[config.mk]
export PLATFORM = sky130hd
export DESIGN_NAME = ps2_scan_rx
export DESIGN_NICKNAME = d
export VERILOG_FILES = /design/src/rtl/ps2_scan_rx.sv
export SDC_FILE = /design/constraint.sdc
export NUM_CORES = 1
export LEC_CHECK = 0
export BUFFER_PORTS_ARGS = -buffer_cell sky130_fd_sc_hd__buf_2
export CORE_ASPECT_RATIO = 1.4
export CORE_MARGIN = 3
export CORE_UTILIZATION = 55
export CTS_BUF_LIST = sky130_fd_sc_hd__clkbuf_16
export CTS_CLUSTER_SIZE = 14
export DETAILED_ROUTE_END_ITERATION = 12
export PLACE_DENSITY = 0.72
export SYNTH_ARGS = -nofsm -noshare
export SYNTH_HDL_FRONTEND = slang
export SYNTH_SLANG_ARGS = --single-unit
[constraint.sdc]
create_clock -name clk -period 4.4 [get_ports clk]
set_input_delay 0.22 -clock clk [delete_from_list [all_inputs] [get_ports clk]]
set_output_delay 0.22 -clock clk [all_outputs]
set_load 0.005 [all_outputs]
[src/rtl/ps2_scan_rx.sv]
// PS/2 keyboard receiver: synchronizes the raw lines, deframes 11-bit frames,
// folds E0/F0 prefixes into per-key flags and queues key events in a FWFT FIFO.
module ps2_scan_rx #(
  parameter int unsigned TIMEOUT_CYCLES = 50000,
  parameter int unsigned DEPTH          = 4
) (
  input  logic       clk,
  input  logic       rst_n,
  input  logic       ps2_clk,
  input  logic       ps2_data,
  output logic [7:0] key_code,
  output logic       key_ext,
  output logic       key_break,
  output logic       key_valid,
  input  logic       key_ack,
  output logic       frame_err,
  output logic       overflow
);

  localparam int unsigned TW = (TIMEOUT_CYCLES > 1) ? $clog2(TIMEOUT_CYCLES) : 1;
  localparam int unsigned AW = $clog2(DEPTH);
  localparam int unsigned CW = AW + 1;
  localparam int unsigned EW = 10;
  localparam logic [7:0] CODE_EXT = 8'hE0;
  localparam logic [7:0] CODE_BRK = 8'hF0;

  typedef enum logic [1:0] {ST_IDLE, ST_DATA, ST_PARITY, ST_STOP} state_t;

  // Synchronizers idle high so reset never creates a falling edge
  logic r_clk_s1, r_clk_s2, r_clk_d, r_fall;
  logic r_dat_s1, r_dat_s2, r_dat_d;

  always_ff @(posedge clk) begin
    if (!rst_n) begin
      r_clk_s1 <= 1'b1;
      r_clk_s2 <= 1'b1;
      r_clk_d  <= 1'b1;
      r_dat_s1 <= 1'b1;
      r_dat_s2 <= 1'b1;
      r_dat_d  <= 1'b1;
      r_fall   <= 1'b0;
    end else begin
      r_clk_s1 <= ps2_clk;
      r_clk_s2 <= r_clk_s1;
      r_clk_d  <= r_clk_s2;
      r_dat_s1 <= ps2_data;
      r_dat_s2 <= r_dat_s1;
      r_dat_d  <= r_dat_s2;
      r_fall   <= r_clk_d & ~r_clk_s2;
    end
  end

  state_t          r_state;
  logic [2:0]      r_bit_cnt;
  logic [7:0]      r_shift;
  logic            r_par;
  logic [TW-1:0]   r_to_cnt;
  logic            r_byte_done;
  logic [7:0]      r_byte;
  logic            r_frame_err;

  // Frame deframer with inter-edge timeout
  always_ff @(posedge clk) begin
    if (!rst_n) begin
      r_state     <= ST_IDLE;
      r_bit_cnt   <= '0;
      r_shift     <= '0;
      r_par       <= 1'b0;
      r_to_cnt    <= '0;
      r_byte_done <= 1'b0;
      r_byte      <= '0;
      r_frame_err <= 1'b0;
    end else begin
      r_byte_done <= 1'b0;
      r_frame_err <= 1'b0;
      if (r_fall) begin
        r_to_cnt <= '0;
        case (r_state)
          ST_IDLE: begin
            if (!r_dat_d) begin
              r_state   <= ST_DATA;
              r_bit_cnt <= '0;
            end
          end
          ST_DATA: begin
            r_shift   <= {r_dat_d, r_shift[7:1]};
            r_bit_cnt <= r_bit_cnt + 3'd1;
            if (r_bit_cnt == 3'd7) r_state <= ST_PARITY;
          end
          ST_PARITY: begin
            r_par   <= r_dat_d;
            r_state <= ST_STOP;
          end
          default: begin
            if (r_dat_d && (^{r_shift, r_par})) begin
              r_byte_done <= 1'b1;
              r_byte      <= r_shift;
            end else begin
              r_frame_err <= 1'b1;
            end
            r_state <= ST_IDLE;
          end
        endcase
      end else if (r_state == ST_IDLE) begin
        r_to_cnt <= '0;
      end else if (r_to_cnt == TW'(TIMEOUT_CYCLES - 1)) begin
        r_state     <= ST_IDLE;
        r_frame_err <= 1'b1;
        r_to_cnt    <= '0;
      end else begin
        r_to_cnt <= r_to_cnt + TW'(1);
      end
    end
  end

  logic          r_ext_pend, r_brk_pend;
  logic [EW-1:0] r_mem [DEPTH];
  logic [AW-1:0] r_wptr, r_rptr;
  logic [CW-1:0] r_count;
  logic [EW-1:0] r_head;
  logic          r_valid, r_ovf;

  logic          w_push, w_pop, w_full, w_wr;
  logic [EW-1:0] w_entry, w_head_nxt;
  logic [AW-1:0] w_rptr_nxt;
  logic [CW-1:0] w_count_nxt;

  // Head of the FIFO for the next cycle, so outputs can be registered
  always_comb begin
    w_push      = r_byte_done && (r_byte != CODE_EXT) && (r_byte != CODE_BRK);
    w_pop       = key_ack && (r_count != '0);
    w_full      = (r_count == CW'(DEPTH));
    w_wr        = w_push && (!w_full || w_pop);
    w_entry     = {r_ext_pend, r_brk_pend, r_byte};
    w_rptr_nxt  = r_rptr + AW'(w_pop);
    w_count_nxt = r_count + CW'(w_wr) - CW'(w_pop);
    w_head_nxt  = '0;
    if (w_count_nxt != '0) begin
      if (w_wr && (r_wptr == w_rptr_nxt)) w_head_nxt = w_entry;
      else                                w_head_nxt = r_mem[w_rptr_nxt];
    end
  end

  always_ff @(posedge clk) begin
    if (!rst_n) begin
      r_ext_pend <= 1'b0;
      r_brk_pend <= 1'b0;
      r_wptr     <= '0;
      r_rptr     <= '0;
      r_count    <= '0;
      r_head     <= '0;
      r_valid    <= 1'b0;
      r_ovf      <= 1'b0;
    end else begin
      if (r_frame_err) begin
        r_ext_pend <= 1'b0;
        r_brk_pend <= 1'b0;
      end else if (r_byte_done) begin
        if (r_byte == CODE_EXT)      r_ext_pend <= 1'b1;
        else if (r_byte == CODE_BRK) r_brk_pend <= 1'b1;
        else begin
          r_ext_pend <= 1'b0;
          r_brk_pend <= 1'b0;
        end
      end
      if (w_wr) begin
        r_mem[r_wptr] <= w_entry;
        r_wptr        <= r_wptr + AW'(1);
      end
      r_rptr  <= w_rptr_nxt;
      r_count <= w_count_nxt;
      r_head  <= w_head_nxt;
      r_valid <= (w_count_nxt != '0);
      if (w_push && w_full && !w_pop) r_ovf <= 1'b1;
    end
  end

  assign key_code  = r_head[7:0];
  assign key_break = r_head[8];
  assign key_ext   = r_head[9];
  assign key_valid = r_valid;
  assign frame_err = r_frame_err;
  assign overflow  = r_ovf;

endmodule

==> results of run 1 <==
==> metal layers <==
layer	track usage	up-vias
li1	-	1340
met3	0.0273	14
met1	0.228	1304
met4	0.101	0
met2	0.310	36
met5	0	-
==> worst max-delay path, stage by stage, from the launching register on <==
cell	delay, ns
dfxtp_1	0.44
nor3b_1	0.13
a211oi_2	0.51
inv_1	0.10
ha_1	0.29
inv_1	0.04
ha_1	0.19
fa_1	0.37
xor2_1	0.16
xnor2_1	0.14
o31ai_1	0.23
buf_4	0.23
nor2_1	0.07
==> flip-flops by register name, indices dropped and copies added (netlist names), 2 cells and up <==
name and cells:
r_bit_cnt 3, r_byte 8, r_count 3, r_head 10, r_mem 40, r_rptr 2
r_shift 8, r_state 2, r_to_cnt 16, r_wptr 2
==> logic make-up after synthesis <==
family,after synthesis,synth area share
multiplexers,23,0.0833
adder cells (fa/ha/maj),16,0.0470
buffers and inverters,30,0.0295
XOR/XNOR,24,0.0541
AND/OR/NAND/NOR,130,0.152
flip-flops,108,0.580
AO/OA/AOI/OAI,37,0.0541
==> power by group <==
group | switching (mW) | internal, mW | total [mW] | leakage (nW)
Combinational | 0.187 | 0.192 | 0.379 | 0.770
Sequential | 0.0221 | 1.09 | 1.11 | 0.922
Clock | 0.359 | 0.444 | 0.803 | 0.144
==> cell usage in the layout (no fill, tap or decap), drive strengths merged, types with 2 or more instances in the layout <==
cell type	n
nand2b	7
nor2b	5
or3	2
buf	21
ha	15
and4	2
inv	18
and2	8
mux4	10
xnor3	2
a21boi	11
and4b	2
nor2	28
nand2	26
xor2	7
edfxtp	40
and3	10
nand4	5
clkinvlp	2
a21oi	7
nand3	23
nor3	4
nor4bb	2
dfxtp	68
nor4	2
xnor2	15
a32oi	2
mux2i	13
clkbuf	9
o21ai	12
==> how the worst min path moves through the flow <==
stage,from,end,depth (start not counted),slack [ns]
2_1_floorplan,ps2_clk,r_clk_s1$_SDFF_PN1_,1,0.32
3_3_place_gp,r_dat_s2$_SDFF_PN1_,r_dat_d$_SDFF_PN1_,1,0.39
3_5_place_dp,r_dat_s1$_SDFF_PN1_,r_dat_s2$_SDFF_PN1_,1,0.40
4_1_cts,ps2_data,r_dat_s1$_SDFF_PN1_,2,0.04
5_1_grt,ps2_data,r_dat_s1$_SDFF_PN1_,2,0.05
6_report,ps2_data,r_dat_s1$_SDFF_PN1_,2,0.06
==> area by class of cell <==
cell class | count | area [sq um] | share of cell area
Sequential cell | 108 | 2560 | 0.525
Multi-Input combinational cell | 230 | 1730 | 0.353
Clock buffer | 9 | 225 | 0.0461
Tap cell | 100 | 125 | 0.0256
Timing Repair Buffer | 21 | 115 | 0.0236
Clock inverter | 7 | 75.1 | 0.0154
Inverter | 15 | 56.3 | 0.0115
==> results.toml, run 1 <==
[run_status]
status = "finished, final reports clean"

[timing]
timing.hold.ws_ns = 0.0568
tightest_slew_ns = 0.836
hold_viol_final = 0
final_max_slew_viol_count = 0
finalClockSkew_ns = 0.00778
fin_tns_setup_ns = 0
setup_violations = 0
fin_crit_sh = 0.682
max_slew_margin = 0.441
min_period_ns = 3.00
fin_ws_ns = 1.40
fmax_mhz = 333
rsz0062_at_grt = "false"

[final_layout]
diodes = 0
final_nets = 406
final_core_util = 0.626
fillers = 649
syn_to_final_growth_pct = 10.6
drive_gt1_frac = 0.131
fin_area_sq_um = 4880
final_cells = 490

[yosys]
synth.most_common_cell = "dfxtp_1"
ys_warn_count = 0
syn_area_sq_um = 4420
yosys-top-cells-count = "dfxtp_1 (68), edfxtp_1 (40), nor2_1 (28), nand2_1 (26), nand3_1 (23)"
synth_nets = 389
syn_avg_cell_area_sq_um = 12.0
synth_edf_count = 40
synth_top_flop_cell = "dfxtp_1"
yosysTopAreaCellShare = 0.308
yosysSeqAreaShare = 0.580
async_flop_share = 0
synthTopCellsByArea = "dfxtp_1 (31%), edfxtp_1 (27%), mux4_2 (5.1%), ha_1 (4.2%), xnor2_1 (3.0%)"
yosysTopAreaCell = "dfxtp_1"
post_synth_num_cell_types = 43
ys_seq_elements = 108
syn_inst = 368

[route]
drt-met1-wl_mm = 3.28
wl_mm = 7.65
top_layer = "met4"
drc = 0
vias_per_cell = 5.50
via_count = 2694
ant_nets = 0
drtIter0Drc = 240
wl_per_cell_microns = 15.6
wl_met2_mm = 3.99
met3_length_microns = 159
drt_pass1_iterations = 4

[global_route]
grt_overflow = 0
grt_first_pass_wirelength_mm = 13.0
grt_pass1_vias = 2710
groute.usage.overall = 0.186
grt_start_max_net_pins = 55
antenna_found_initial = 0

[clock_tree]
cts_hold_buffers = 0
cts_setup_buffers = 0
cts_root_buf = "clkbuf_16"
clkTransAtPathRegs_ns = 0.07
cts_max_path_buffers = 2
cts_tree = "yes"
cts-buffers-inserted = 9
clock_latency_ns = 0.35
cts.sinks = 108
cts.repair.resized = 0
htree_levels = 3

[critical_path]
cp-start-kind = "flip-flop"
r2r_cells = 12
crit_arrival_ns = 3.22
crit_type = "reg2reg"
r2r_end = "r_head[7]$_SDFF_PN0_"
timing.critical_path.to = "r_head[7]$_SDFF_PN0_"
crit_fanout = 11
r2r_slack_ns = 1.40
crit_required_ns = 4.62
crit-reg2reg-launch = "r_byte[1]$_SDFFE_PN0P_"
startpoint = "r_byte[1]$_SDFFE_PN0P_"
endpoint_kind = "flip-flop"

[die]
dieWidth_microns = 81.7
die_area_sq_um = 9160
rows = 38
pin_count = 18
initial_utilization = 0.567
core_sq_um = 7800
die_height_microns = 112

[min_path]
hold_path_class = "in2reg"

[placement]
gp_congestion = 0.798
place_ws_ns = 1.40
portBuffers = 17
dp.cells = 474
place_hpwl_mm = 5.14
post_dp_cell_area_sq_um = 4580

[power]
worst_ir_drop_vdd_v = 0.000396
power_density_nw_per_um2 = 470
leakage_nw = 1.84
finalPower_mw = 2.29

[run]
maxCapViolCount = 0
(Power assumes the default switching activity.)
==> inputs of run 2 (changes only) <==
--- a/config.mk
+++ b/config.mk
@@ -5,6 +5,7 @@
 export SDC_FILE = /design/constraint.sdc
 export NUM_CORES = 1
 export LEC_CHECK = 0
+export ABC_AREA = 1
 export BUFFER_PORTS_ARGS = -buffer_cell sky130_fd_sc_hd__buf_2
 export CORE_ASPECT_RATIO = 1.4
 export CORE_MARGIN = 3
==> constraint.sdc (replaced) <==
create_clock -name clk -period 3.1 [get_ports clk]
set_input_delay 0.155 -clock clk [delete_from_list [all_inputs] [get_ports clk]]
set_output_delay 0.155 -clock clk [all_outputs]
set_load 0.005 [all_outputs]
==> run 2 against run 1 <==
Against the previous run:
- synthesized cell count rose by 40%
- first-iteration DRC count fell by 10%
- total power rose by 51%
- sequential share of layout area fell by 2.9 points
- global-route usage rose by 0.78 points
- die area rose by 4.5%
- wire length rose by 12%
- count of clock-buffer cells in the layout did not move
- cell count rose by 32%
- largest cell class unchanged
==> results.toml, run 2 <==
[run_status]
status = "finished, final reports clean"

[timing]
min_period_ns = 2.51
timing.hold.ws_ns = 0.300
hold_viol_final = 0
rsz0062_at_grt = "false"
tightest_slew_ns = 0.470
max_slew_margin = 0.686
fmax_mhz = 399
final_max_slew_viol_count = 0
fin_tns_setup_ns = 0
setup_violations = 0
finalClockSkew_ns = 0.00523
fin_crit_sh = 0.809

[final_layout]
largest_register_ffs = 40
layout_commonest_cell = "nand2_1"
final_core_util = 0.630
mostFrequentLayoutCells = "nand2_1 (99), nor2_1 (72), dfxtp_1 (68)"
reg_top3 = "r_mem (40), r_to_cnt (16), r_head (10)"
drive_gt1_frac = 0.132
top_register = "r_mem"
diodes = 0
fin_area_sq_um = 5170
syn_to_final_growth_pct = 11.6
final_nets = 562

[clock_tree]
cts.sinks = 108
clkTransAtPathRegs_ns = 0.07
cts_tree = "yes"
cts-buffers-inserted = 9
clock_latency_ns = 0.35
cts_max_path_buffers = 2
htree_levels = 3
cts_root_buf = "clkbuf_16"
cts.repair.resized = 0

[critical_path]
r2r_cells = 11
crit-reg2reg-launch = "r_byte[5]$_SDFFE_PN0P_"
crit_fanout = 11
endpoint_kind = "flip-flop"
crit_arrival_ns = 2.74
crit_type = "reg2reg"
cp_slowest_cell = "fa_1"
cp-start-kind = "flip-flop"
crit_chain = "inv_1, nor2_1, nand4_1, nand3_1, ha_1, inv_1, ha_1, fa_1, o31ai_1, buf_4, a21oi_1"
crit_required_ns = 3.34
startpoint = "r_byte[5]$_SDFFE_PN0P_"
r2r_end = "r_head[3]$_SDFF_PN0_"
r2r_slack_ns = 0.59
cpPeakStageDelay_ns = 0.44

[global_route]
groute.usage.overall = 0.194
grt_pass1_vias = 3251
antenna_found_initial = 0
grt_first_pass_wirelength_mm = 14.8
grt_overflow = 0
grt_start_max_net_pins = 32

[die]
die_height_microns = 115
pin_count = 18
core_sq_um = 8200
dieWidth_microns = 83.6
die_area_sq_um = 9570
rows = 39
initial_utilization = 0.565

[yosys]
synth_edf_count = 40
synthTopCellsByArea = "dfxtp_1 (29%), edfxtp_1 (26%), nand2_1 (8.0%), nor2_1 (5.8%), inv_1 (4.2%)"
yosysTopAreaCellShare = 0.294
synth.most_common_cell = "nand2_1"
yosysTopAreaCell = "dfxtp_1"
ys_seq_elements = 108
syn_area_sq_um = 4630
syn_avg_cell_area_sq_um = 8.97
yosys-top-cells-count = "nand2_1 (99), nor2_1 (72), dfxtp_1 (68), inv_1 (52), edfxtp_1 (40)"
yosysSeqAreaShare = 0.553
syn_inst = 516
synth_nets = 537
post_synth_num_cell_types = 36
async_flop_share = 0
synth_top_flop_cell = "dfxtp_1"
ys_warn_count = 0

[power]
worst_ir_drop_vdd_v = 0.000623
power_density_nw_per_um2 = 670
leakage_nw = 2.06
finalPower_mw = 3.46

[route]
drc = 0
drt_pass1_iterations = 4
vias_per_cell = 5.26
ant_nets = 0
via_count = 3407
wl_per_cell_microns = 13.2
wl_mm = 8.55
drtIter0Drc = 216

[min_path]
hold_path_class = "in2reg"
hp-start = "rst_n"
min_path_cells = 4
whs_endpoint = "r_rptr[0]$_SDFF_PN0_"

[run]
maxCapViolCount = 0

[placement]
gp_congestion = 0.872
place_hpwl_mm = 5.89
post_dp_cell_area_sq_um = 4850
portBuffers = 17
[run 2: through the flow]
step	worst slack, ns	std cells
after detailed placement	0.571	630
after global placement	0.653	630
after floorplan	0.822	516
after global routing	0.336	648
after CTS	0.556	648
final	0.593	648
[run 2: how the worst max path moves through the flow]
stage                            to  slack, ns  depth (start not counted)
2_1_floorplan  r_head[0]$_SDFF_PN0_       0.82                         10
3_3_place_gp   r_head[1]$_SDFF_PN0_       0.65                         11
3_5_place_dp   r_head[7]$_SDFF_PN0_       0.57                         11
4_1_cts        r_head[3]$_SDFF_PN0_       0.56                         11
5_1_grt        r_head[2]$_SDFF_PN0_       0.34                         11
6_report       r_head[3]$_SDFF_PN0_       0.59                         11
[run 2: layout make-up]
cell class	count	area [sq um]
clock buffers	9	225
clock inverters	7	66.3
fillers	680	3030
inverters	56	210
multi-input cells	337	1790
flip-flops and latches	108	2560
well taps	102	128
repair buffers	29	180
[run 2: power breakdown]
| part | switching (mW) | leakage (nW) | total (mW) | internal [mW] |
|---|---|---|---|---|
| Clock | 0.497 | 0.137 | 1.12 | 0.622 |
| Combinational | 0.468 | 1.06 | 0.751 | 0.282 |
| Sequential | 0.0313 | 0.866 | 1.59 | 1.56 |
[run 2: cell families after synthesis]
group	after synthesis	synth area share
compound gates	75	0.0943
xor+xnor	10	0.0205
fa+ha+maj	16	0.0449
buf+inv	71	0.0592
flops	108	0.553
simple gates	236	0.228
[run 2: metal layers]
metal	share of wire	routed length, microns	GRT usage	vias to the layer above
li1	-	-	-	1745
met1	0.40	3430	0.217	1578
met2	0.54	4610	0.360	71
met3	0.035	302	0.0259	13
met4	0.023	197	0.0966	0
met5	0	0	0	-
[run 2: critical path: cells and delay by family, from the launching register on]
| family | cells | cell delay, ns |
|---|---|---|
| buffers and inverters | 3 | 0.33 |
| adders and majority gates | 3 | 0.85 |
| DFF | 1 | 0.43 |
| and+or+nand+nor | 3 | 0.47 |
| AOI/OAI and AO/OA | 2 | 0.30 |
[run 2: repair_timing]
action | CTS | global route
endpoints found under the hold margin | 2 | 0
buffers inserted | 0 | 0
hold buffers | 2 | 0
